--- config.mk ---
export PLATFORM = sky130hd
export DESIGN_NAME = sll_64b_arb
export DESIGN_NICKNAME = d
export VERILOG_FILES = /design/src/rtl/sll_64b_arb.sv
export SDC_FILE = /design/constraint.sdc
export NUM_CORES = 1
export LEC_CHECK = 0
export CAP_MARGIN = 10
export CORE_MARGIN = 2
export CORE_UTILIZATION = 46
export CTS_BUF_LIST = sky130_fd_sc_hd__clkbuf_8
export DETAILED_ROUTE_END_ITERATION = 10
export PLACE_DENSITY = 0.77
export REMOVE_ABC_BUFFERS = 1
export SYNTH_ARGS = -nofsm -noshare
export SYNTH_HDL_FRONTEND = slang
export SYNTH_SLANG_ARGS = --single-unit
--- constraint.sdc ---
create_clock -name clk_i -period 2.4 [get_ports clk_i]
set_input_delay 0.48 -clock clk_i [delete_from_list [all_inputs] [get_ports clk_i]]
set_output_delay 0.48 -clock clk_i [all_outputs]
set_load 0.005 [all_outputs]
--- src/rtl/sll_64b_arb.sv ---
// sll_64b_arb: round-robin arbiter sharing one 64-bit logical-left-shift
// datapath (sll_64b) among N_REQ requesters, one transaction in flight.
//
// Ports:
//   clk_i, rst_n_i          clock (rising edge), async active-low reset
//   req_valid_i/ready_o     per-requester request handshake (ready one-hot)
//   req_shift_i/req_data_i  packed per-requester shift (6b) and operand (64b)
//   rsp_valid_o/ready_i     result handshake
//   rsp_id_o/rsp_data_o     owning requester index and shifted result
//   busy_o                  high whenever a transaction is in progress
//
// Build option: define SLL_ARB_FIXED_PRIO_EN for fixed priority
// (lowest index wins, no rotating pointer); default is round-robin.

module sll_64b #(
    parameter logic OUT_REG = 1'b1
) (
    input  logic        clk_i,
    input  logic        rst_n_i,
    input  logic        init_i,
    input  logic [5:0]  shift_i,
    input  logic [63:0] data_i,
    output logic        done_o,
    output logic [63:0] data_o
);
    if (OUT_REG) begin : g_reg
        logic        done_q, done_d;
        logic [63:0] res_q, res_d;

        always_comb begin
            done_d = init_i;
            res_d  = res_q;
            if (init_i) res_d = data_i << shift_i;
        end

        always_ff @(posedge clk_i or negedge rst_n_i) begin
            if (!rst_n_i) begin
                done_q <= 1'b0;
                res_q  <= '0;
            end else begin
                done_q <= done_d;
                res_q  <= res_d;
            end
        end

        assign done_o = done_q;
        assign data_o = res_q;
    end else begin : g_comb
        assign done_o = init_i;
        assign data_o = data_i << shift_i;
    end
endmodule

module sll_64b_arb #(
    parameter int   N_REQ   = 4,
    parameter logic OUT_REG = 1'b1
) (
    input  logic                     clk_i,
    input  logic                     rst_n_i,
    input  logic [N_REQ-1:0]         req_valid_i,
    output logic [N_REQ-1:0]         req_ready_o,
    input  logic [6*N_REQ-1:0]       req_shift_i,
    input  logic [64*N_REQ-1:0]      req_data_i,
    output logic                     rsp_valid_o,
    input  logic                     rsp_ready_i,
    output logic [$clog2(N_REQ)-1:0] rsp_id_o,
    output logic [63:0]              rsp_data_o,
    output logic                     busy_o
);
    localparam int IDW = $clog2(N_REQ);

    localparam logic [1:0] IDLE = 2'd0;
    localparam logic [1:0] EXEC = 2'd1;
    localparam logic [1:0] WAIT = 2'd2;
    localparam logic [1:0] RESP = 2'd3;

    logic [1:0]       state_q, state_d;
    logic [IDW-1:0]   id_q, id_d;
    logic [5:0]       shift_q, shift_d;
    logic [63:0]      opnd_q, opnd_d;
    logic [63:0]      rsp_data_q, rsp_data_d;

    logic             win_vld;
    logic [IDW-1:0]   win_id;
    logic [IDW-1:0]   idx;
    logic [N_REQ-1:0] grant;
    logic             sh_init;
    logic             sh_done;
    logic [63:0]      sh_data;

`ifndef SLL_ARB_FIXED_PRIO_EN
    logic [IDW-1:0]   ptr_q, ptr_d;
    int               j;
`endif

    // Winner search: first valid bit starting at ptr, wrapping at N_REQ-1.
    always_comb begin
        win_vld = 1'b0;
        win_id  = '0;
        idx     = '0;
`ifndef SLL_ARB_FIXED_PRIO_EN
        j       = 0;
`endif
        for (int i = 0; i < N_REQ; i++) begin
`ifdef SLL_ARB_FIXED_PRIO_EN
            idx = IDW'(i);
`else
            j = int'(ptr_q) + i;
            if (j >= N_REQ) j = j - N_REQ;
            idx = IDW'(j);
`endif
            if (!win_vld && req_valid_i[idx]) begin
                win_vld = 1'b1;
                win_id  = idx;
            end
        end
    end

    always_comb begin
        state_d    = state_q;
        id_d       = id_q;
        shift_d    = shift_q;
        opnd_d     = opnd_q;
        rsp_data_d = rsp_data_q;
        grant      = '0;
        sh_init    = 1'b0;
`ifndef SLL_ARB_FIXED_PRIO_EN
        ptr_d      = ptr_q;
`endif
        unique case (state_q)
            IDLE: begin
                if (win_vld) begin
                    id_d    = win_id;
                    state_d = EXEC;
                    for (int k = 0; k < N_REQ; k++) begin
                        if (win_id == IDW'(k)) begin
                            grant[k] = 1'b1;
                            shift_d  = req_shift_i[6*k +: 6];
                            opnd_d   = req_data_i[64*k +: 64];
                        end
                    end
`ifndef SLL_ARB_FIXED_PRIO_EN
                    ptr_d = (win_id == IDW'(N_REQ-1)) ? '0 : win_id + 1'b1;
`endif
                end
            end
            EXEC: begin
                sh_init = 1'b1;
                if (OUT_REG) begin
                    state_d = WAIT;
                end else begin
                    rsp_data_d = sh_data;
                    state_d    = RESP;
                end
            end
            WAIT: begin
                if (sh_done) begin
                    rsp_data_d = sh_data;
                    state_d    = RESP;
                end
            end
            RESP: begin
                if (rsp_ready_i) state_d = IDLE;
            end
            default: state_d = IDLE;
        endcase
    end

    always_ff @(posedge clk_i or negedge rst_n_i) begin
        if (!rst_n_i) begin
            state_q    <= IDLE;
            id_q       <= '0;
            shift_q    <= '0;
            opnd_q     <= '0;
            rsp_data_q <= '0;
`ifndef SLL_ARB_FIXED_PRIO_EN
            ptr_q      <= '0;
`endif
        end else begin
            state_q    <= state_d;
            id_q       <= id_d;
            shift_q    <= shift_d;
            opnd_q     <= opnd_d;
            rsp_data_q <= rsp_data_d;
`ifndef SLL_ARB_FIXED_PRIO_EN
            ptr_q      <= ptr_d;
`endif
        end
    end

    sll_64b #(
        .OUT_REG (OUT_REG)
    ) u_sll (
        .clk_i   (clk_i),
        .rst_n_i (rst_n_i),
        .init_i  (sh_init),
        .shift_i (shift_q),
        .data_i  (opnd_q),
        .done_o  (sh_done),
        .data_o  (sh_data)
    );

    // Grant is combinational from IDLE; masked so it reads 0 while in reset.
    assign req_ready_o = grant & {N_REQ{rst_n_i}};
    assign rsp_valid_o = (state_q == RESP);
    assign rsp_id_o    = id_q;
    assign rsp_data_o  = rsp_data_q;
    assign busy_o      = (state_q != IDLE);
endmodule

==> reports/results.txt, run 1 <==
status: finished with violations
failing checks: negative setup slack
register area share after synthesis: 37.17%
Initial Utilization: 46.68%
clock transition at the registers of the reported paths: 0.06 ns
CTS Buf Count: 36
row count: 63
Peak Freq: 381.7 MHz
Final Hold Vio Count: 0
async set-reset flop share out of synthesis: 100.0%
mux contribution to synthesized area: 35.21%
CP max-delay cell: dfrtp_1
FF-to-FF path depth: 6
Seq. cell area: 5139 um2
vias per cell: 5.928
post-synth top area cell: dfrtp_1
synthesized cell area: 13800 um2
initial antenna violation count: 0
crit share post-route: 109.2%
Area Growth Syn to Fin: 55.38%
peak supply drop: 0.0006578 V
drt drc: 0
share of the synthesized area in the top cell type: 37.17%
Setup TNS Final: -4.475 ns
total track usage: 30.98%
Mean Syn Cell Area: 10.48 um2
Worst Skew: 0.02576 ns
DR WL/cell: 22.91 um
WL final: 51900 um
largest net degree at the start of global routing: 159
ANT nets after route: 0
die area: 31400 um2
reg2reg setup slack: -0.17 ns
via count: 13430
dpl hpwl: 35810 um
Worst setup EP type: output port
slowest stage delay, CP: 0.43 ns
die width: 177.2 um
critical register-to-register path startpoint: shift_q[1]
Initial DRC Count: 1101
global-route wire length before repair: 75240 um
number of synthesized flops with an enable pin: 0
RSZ-0062 raised after global routing: true
max cap viols: 0
Post-CTS Hold Buffers: 0
crit path setup slack, layout: -0.2200 ns
simple-gate share of the synthesized area: 8.550%
Tightest Pin Transition: 0.8579 ns
Overflow after GRT: 0
final slew viol count: 0
Place WS: -0.6124 ns
Max Root-Sink Buffers: 3
CTS tree: done
Pwr Density: 1572 nW/um2
Cell Area, Placed: 18920 um2
Distinct cells, synth: 52
critical path buffer and inverter count: 4
crit-path leading delay family: simple AND/OR/NAND/NOR gates
Hold Path Class: primary input to async pin
vias in the first global route: 13250
reg2reg end: u_sll.data_o[60]
Synth Flop Type: dfrtp_1
CP dominant cell by count: buf_6
placer congestion estimate: 0.9639
CP required: 1.92 ns
arrival time at the worst endpoint: 2.14 ns
Ys Warns: 0
post-synthesis cell count: 1317
XOR/XNOR Fraction of Synth Area: 0%
core area: 29560 um2
minimum clock period: 2.620 ns
CTS H-tree lvls: 2
CP max FO: 4
Compound-Gate Fraction of Synth Area: 14.10%
Port Buffers: 358
clock sinks: 205
nets: 2148
First-pass DRT Iterations: 5
largest family of logic cells by synthesized area: multiplexers
Die H: 177.2 um
CP startpoint kind: register
Leak: 9.078 nW
share of layout cells above drive strength 1: 31.04%
Post-Synth Adder-Cell Area: 0.8160%
leading post-synthesis cells by cell area: dfrtp_1 37%, mux2i_1 15%, mux4_2 9.5%, mux2_2 8.3%, o21ai_0 5.7%
critical path type: register to output port
clk root buf: clkbuf_8
# setup viols final: 80
crit path cell chain: nand2b_4, a21oi_2, nor3_2, buf_4, buf_6, buf_6, ha_4, and3_4, buf_6
Synth Register Bits: 205
Final Cell Area: 21440 um2
area of the multi-input gates: 8768 um2
Max-slew headroom: 42.80%
IO Pins: 359
Worst-Skew Late Latency: 0.54 ns
# diodes: 0
Filler Cells Inserted: 2098
[worst reg2reg max path: cells and delay by family (launching register included)]
kind,cells,cell delay (ns)
AO/OA/AOI/OAI,1,0.29
buffers and inverters,2,0.28
flip-flops,1,0.54
multiplexers,3,1.34
[report_power, final]
part / internal, W / leakage [nW] / switching [W] / total, W
clock: 0.00172 / 0.394 / 0.00149 / 0.00321
sequential: 0.00500 / 2.62 / 0.00155 / 0.00654
combinational: 0.0126 / 6.07 / 0.0114 / 0.0240
total: 0.0193 / 9.08 / 0.0144 / 0.0337
[sequential cells by signal (all words and copies together), names as in the netlist]
| register | flops |
|---|---|
| opnd_q | 64 |
| rsp_data_o | 64 |
| u_sll.data_o | 64 |
| shift_q | 6 |
| ptr_q | 2 |
| rsp_id_o | 2 |
| state_q | 2 |
| u_sll.done_o | 1 |
[routing by layer]
metal	global-route usage [%]	up-vias	share of wire [%]
li1	-	6011	-
met1	40.95	6553	40
met2	52.79	703	49
met3	4.081	159	6.7
met4	9.952	0	4.1
met5	0	-	0
[layout make-up]
type	count	share of cell area (%)
multi-input cells	981	40.89
repair buffers	610	29.21
flip-flops and latches	205	23.97
clock buffers	46	2.953
well taps	390	2.276
inverters	18	0.3560
clock inverters	15	0.3443
[cell usage after synthesis, types with 4 or more instances]
cell type and count:
nand2_1 207, o21a_1 4, a221o_1 6, inv_1 16, ha_1 9, o21ai_0 156, buf_2 17, a211o_1 10
and2_1 4, a22oi_1 6, nand2b_1 5, a22o_1 12, and3_1 4, nor2_1 40, nor3_1 9, mux2_2 102
mux4_1 13, mux2i_1 206, o2bb2ai_1 24, o221ai_1 13, dfrtp_1 205, buf_1 17, clkbuf_1 71, buf_6 6
o211ai_1 8, nand3_1 7, mux4_2 58, a21oi_1 22, a2bb2oi_1 5, a211oi_1 8, o22ai_1 8
[what timing repair did]
action / CTS / global route
setup endpoints to repair: 57 / 118
setup buffers: 43 / 25
pin swaps: 22 / 51
gates resized for setup: 133 / 262
gates cloned: 8 / 9
[worst max path at each step]
stage	startpoint	endpoint	cells past startpoint
3_5_place_dp	req_valid_i[0]	opnd_q[20]	10
2_1_floorplan	shift_q[1]	u_sll.data_o[60]	4
5_1_grt	ptr_q[1]	req_ready_o[1]	9
4_1_cts	ptr_q[1]	req_ready_o[3]	9
6_report	ptr_q[1]	req_ready_o[1]	9
3_3_place_gp	req_valid_i[0]	opnd_q[20]	10
[cell usage in the layout, fill, tap and decap left out, drive strengths merged, types with 7 or more instances in the layout]
master / n
a211o: 10
a211oi: 8
a21oi: 22
a22o: 12
buf: 248
clkbuf: 55
clkdlybuf4s50: 351
dfrtp: 205
ha: 9
inv: 26
mux2: 102
mux2i: 206
mux4: 71
nand2: 207
nand3: 7
nor2: 40
nor3: 9
o211ai: 8
o21ai: 156
o221ai: 13
o22ai: 8
o2bb2ai: 24
[cells by family (layout without fill, tap and decap cells)]
family                   count (synthesis)  after routing
AO/OA/AOI/OAI                          303            303
adder cells (fa/ha/maj)                  9              9
buffers and inverters                  131            689
flip-flops                             205            205
multiplexers                           379            379
AND/OR/NAND/NOR                        290            290
[metrics by stage]
stage | std cells | hold slack (ns) | power (W) | utilization [%]
2_1_floorplan | 1204 | 0.1844 | 0.01659 | -
3_3_place_gp | 2130 | 0.4642 | 0.02489 | 64.01
3_5_place_dp | 2130 | 0.4764 | 0.02521 | 64.01
4_1_cts | 2239 | 0.1004 | 0.03096 | 69.70
5_1_grt | 2265 | 0.1568 | 0.03523 | 72.54
6_report | 2265 | 0.1148 | 0.03371 | 72.54
Power figures use the tool's default switching activity.
==> inputs of run 2 (changes only) <==
--- a/config.mk
+++ b/config.mk
@@ -15,3 +15,4 @@
 export SYNTH_ARGS = -nofsm -noshare
 export SYNTH_HDL_FRONTEND = slang
 export SYNTH_SLANG_ARGS = --single-unit
+export TNS_END_PERCENT = 50
==> reports/results.txt, run 2 (synthesized netlist as in run 1, its figures left out) <==
via count: 13030 (-2.9%)
Worst Skew: 0.02800 ns (+0.002238 ns)
Pwr Density: 1522 nW/um2 (-3.2%)
peak supply drop: 0.0006298 V (-4.3%)
die area: 31400 um2 (unchanged)
clk root buf: clkbuf_8
max cap viols: 0 (unchanged)
DR WL/cell: 21.92 um (-4.3%)
final slew viol count: 0 (unchanged)
share of layout cells above drive strength 1: 28.32% (-2.7 points)
CP required: 1.92 ns (about the same)
most common cell after layout, fill and taps aside: clkdlybuf4s50_1
Tightest Pin Transition: 0.8712 ns (+0.01322 ns)
Final Hold Vio Count: 0 (unchanged)
# diodes: 0 (unchanged)
global-route wire length before repair: 74620 um (-0.83%)
die width: 177.2 um (unchanged)
crit share post-route: 109.3% (+0.13 points)
dpl hpwl: 35810 um (unchanged)
Port Buffers: 358 (unchanged)
placed cells: 2130 (unchanged)
Worst setup EP type: output port
minimum clock period: 2.623 ns (+0.003155 ns)
status: finished with violations
largest net degree at the start of global routing: 159 (unchanged)
CP max FO: 4 (unchanged)
Initial DRC Count: 863 (-22%)
CTS H-tree lvls: 2 (unchanged)
most frequent cells in the layout: 350 x clkdlybuf4s50_1, 205 x nand2_1, 202 x dfrtp_1
CP startpoint kind: register
CTS tree: done
FF-to-FF path depth: 14 (+8)
Non-Filler Instances: 2244 (-0.93%)
Worst-Skew Late Latency: 0.54 ns (about the same)
clock transition at the registers of the reported paths: 0.06 ns (about the same)
Max Root-Sink Buffers: 3 (unchanged)
Leak: 8.867 nW (-2.3%)
Max-slew headroom: 41.92% (-0.88 points)
WL final: 49200 um (-5.2%)
initial antenna violation count: 0 (unchanged)
drt drc: 0 (unchanged)
Hold Path Class: primary input to async pin
Place WS: -0.6124 ns (unchanged)
failing checks: negative setup slack
Peak Freq: 381.2 MHz (-0.12%)
vias in the first global route: 13120 (-1.0%)
# setup viols final: 73 (-8.8%)
placer congestion estimate: 0.9639 (unchanged)
Die H: 177.2 um (unchanged)
Post-CTS Hold Buffers: 0 (unchanged)
Final Cell Area: 20770 um2 (-3.1%)
nets: 2127 (-0.98%)
RSZ-0062 raised after global routing: true
Area Growth Syn to Fin: 50.50%
final total power: 0.03160 W (-6.2%)
arrival time at the worst endpoint: 2.14 ns (about the same)
First-pass DRT Iterations: 5 (unchanged)
vias per cell: 5.807 (-2.0%)
IO Pins: 359 (unchanged)
CTS Buf Count: 36 (unchanged)
Overflow after GRT: 0 (unchanged)
total track usage: 30.66% (-0.32 points)
row count: 63 (unchanged)
clock sinks: 205 (unchanged)
Cell Area, Placed: 18920 um2 (unchanged)
core area: 29560 um2 (unchanged)
crit path setup slack, layout: -0.2232 ns (-0.003155 ns)
critical path type: register to output port
Initial Utilization: 46.68% (unchanged)
ANT nets after route: 0 (unchanged)
==> run 2: cell count changes in the layout (fill, tap and decap cells not counted), sizes merged <==
cell and delta:
buf -19, dlymetal6s2s +1, clkdlybuf4s50 -1, clkbuf -5, bufbuf +3
==> run 2: metrics by stage <==
step / setup TNS, ns / hold WS (ns) / utilization (%)
global placement: -33.51 / 0.4642 / 64.01
finish: -6.172 / 0.1183 / 70.26
floorplan: -278.17 / 0.1844 / -
detailed placement: -38.79 / 0.4764 / 64.01
CTS: -10.70 / 0.1004 / 69.16
global route: -17.59 / 0.1566 / 70.26
==> run 2: worst max-delay path, cell delays in order, from the launching register on <==
cell     delay [ns]
dfrtp_1        0.43
mux2i_1        0.22
nor2_1         0.08
nor3_2         0.11
buf_4          0.16
buf_6          0.10
buf_6          0.10
ha_4           0.15
and3_4         0.18
buf_6          0.09
==> run 2: path summary, 6_finish.rpt <==
| kind | slack, ns | end | startpoint |
|---|---|---|---|
| min in group clk_i | 0.49 | rsp_data_o[48] | rsp_data_o[48] |
| setup reg to reg | -0.16 | opnd_q[20] | ptr_q[1] |
| setup / recovery | -0.22 | req_ready_o[1] | ptr_q[1] |
| hold reg to reg | 0.49 | rsp_data_o[48] | rsp_data_o[48] |
| hold / removal | 0.12 | rsp_data_o[6] | rst_n_i |
| max in group asynchronous | 1.50 | shift_q[3] | rst_n_i |
==> run 2: routing by layer <==
metal	vias up	global-route usage [%]	part of all wire, %
li1	5963	-	-
met1	6367	40.30	41
met2	580	52.22	49
met3	122	4.016	5.7
met4	0	10.47	3.9
met5	-	0	0
==> run 2: area by class of cell <==
class / instances / area (um2)
fill: 2220 / 8791
multi-input combinational: 981 / 8483
timing repair buffer: 589 / 5878
sequential: 205 / 5139
clock buffer: 46 / 633.1
tap: 390 / 488.0
clock inverter: 15 / 73.82
inverter: 18 / 73.82
==> run 2: power by group <==
group	switching (W)	internal (W)	leakage [nW]
clock	0.00148	0.00172	0.394
combinational	0.0104	0.0115	5.86
sequential	0.00147	0.00500	2.62
==> run 2: timing repair <==
| item | 4_1_cts | 5_1_grt |
|---|---|---|
| setup buffers | 38 | 9 |
| pin swaps | 19 | 11 |
| setup endpoints to repair | 57 | 112 |
| gates resized for setup | 116 | 50 |
| cloned | 6 | 3 |
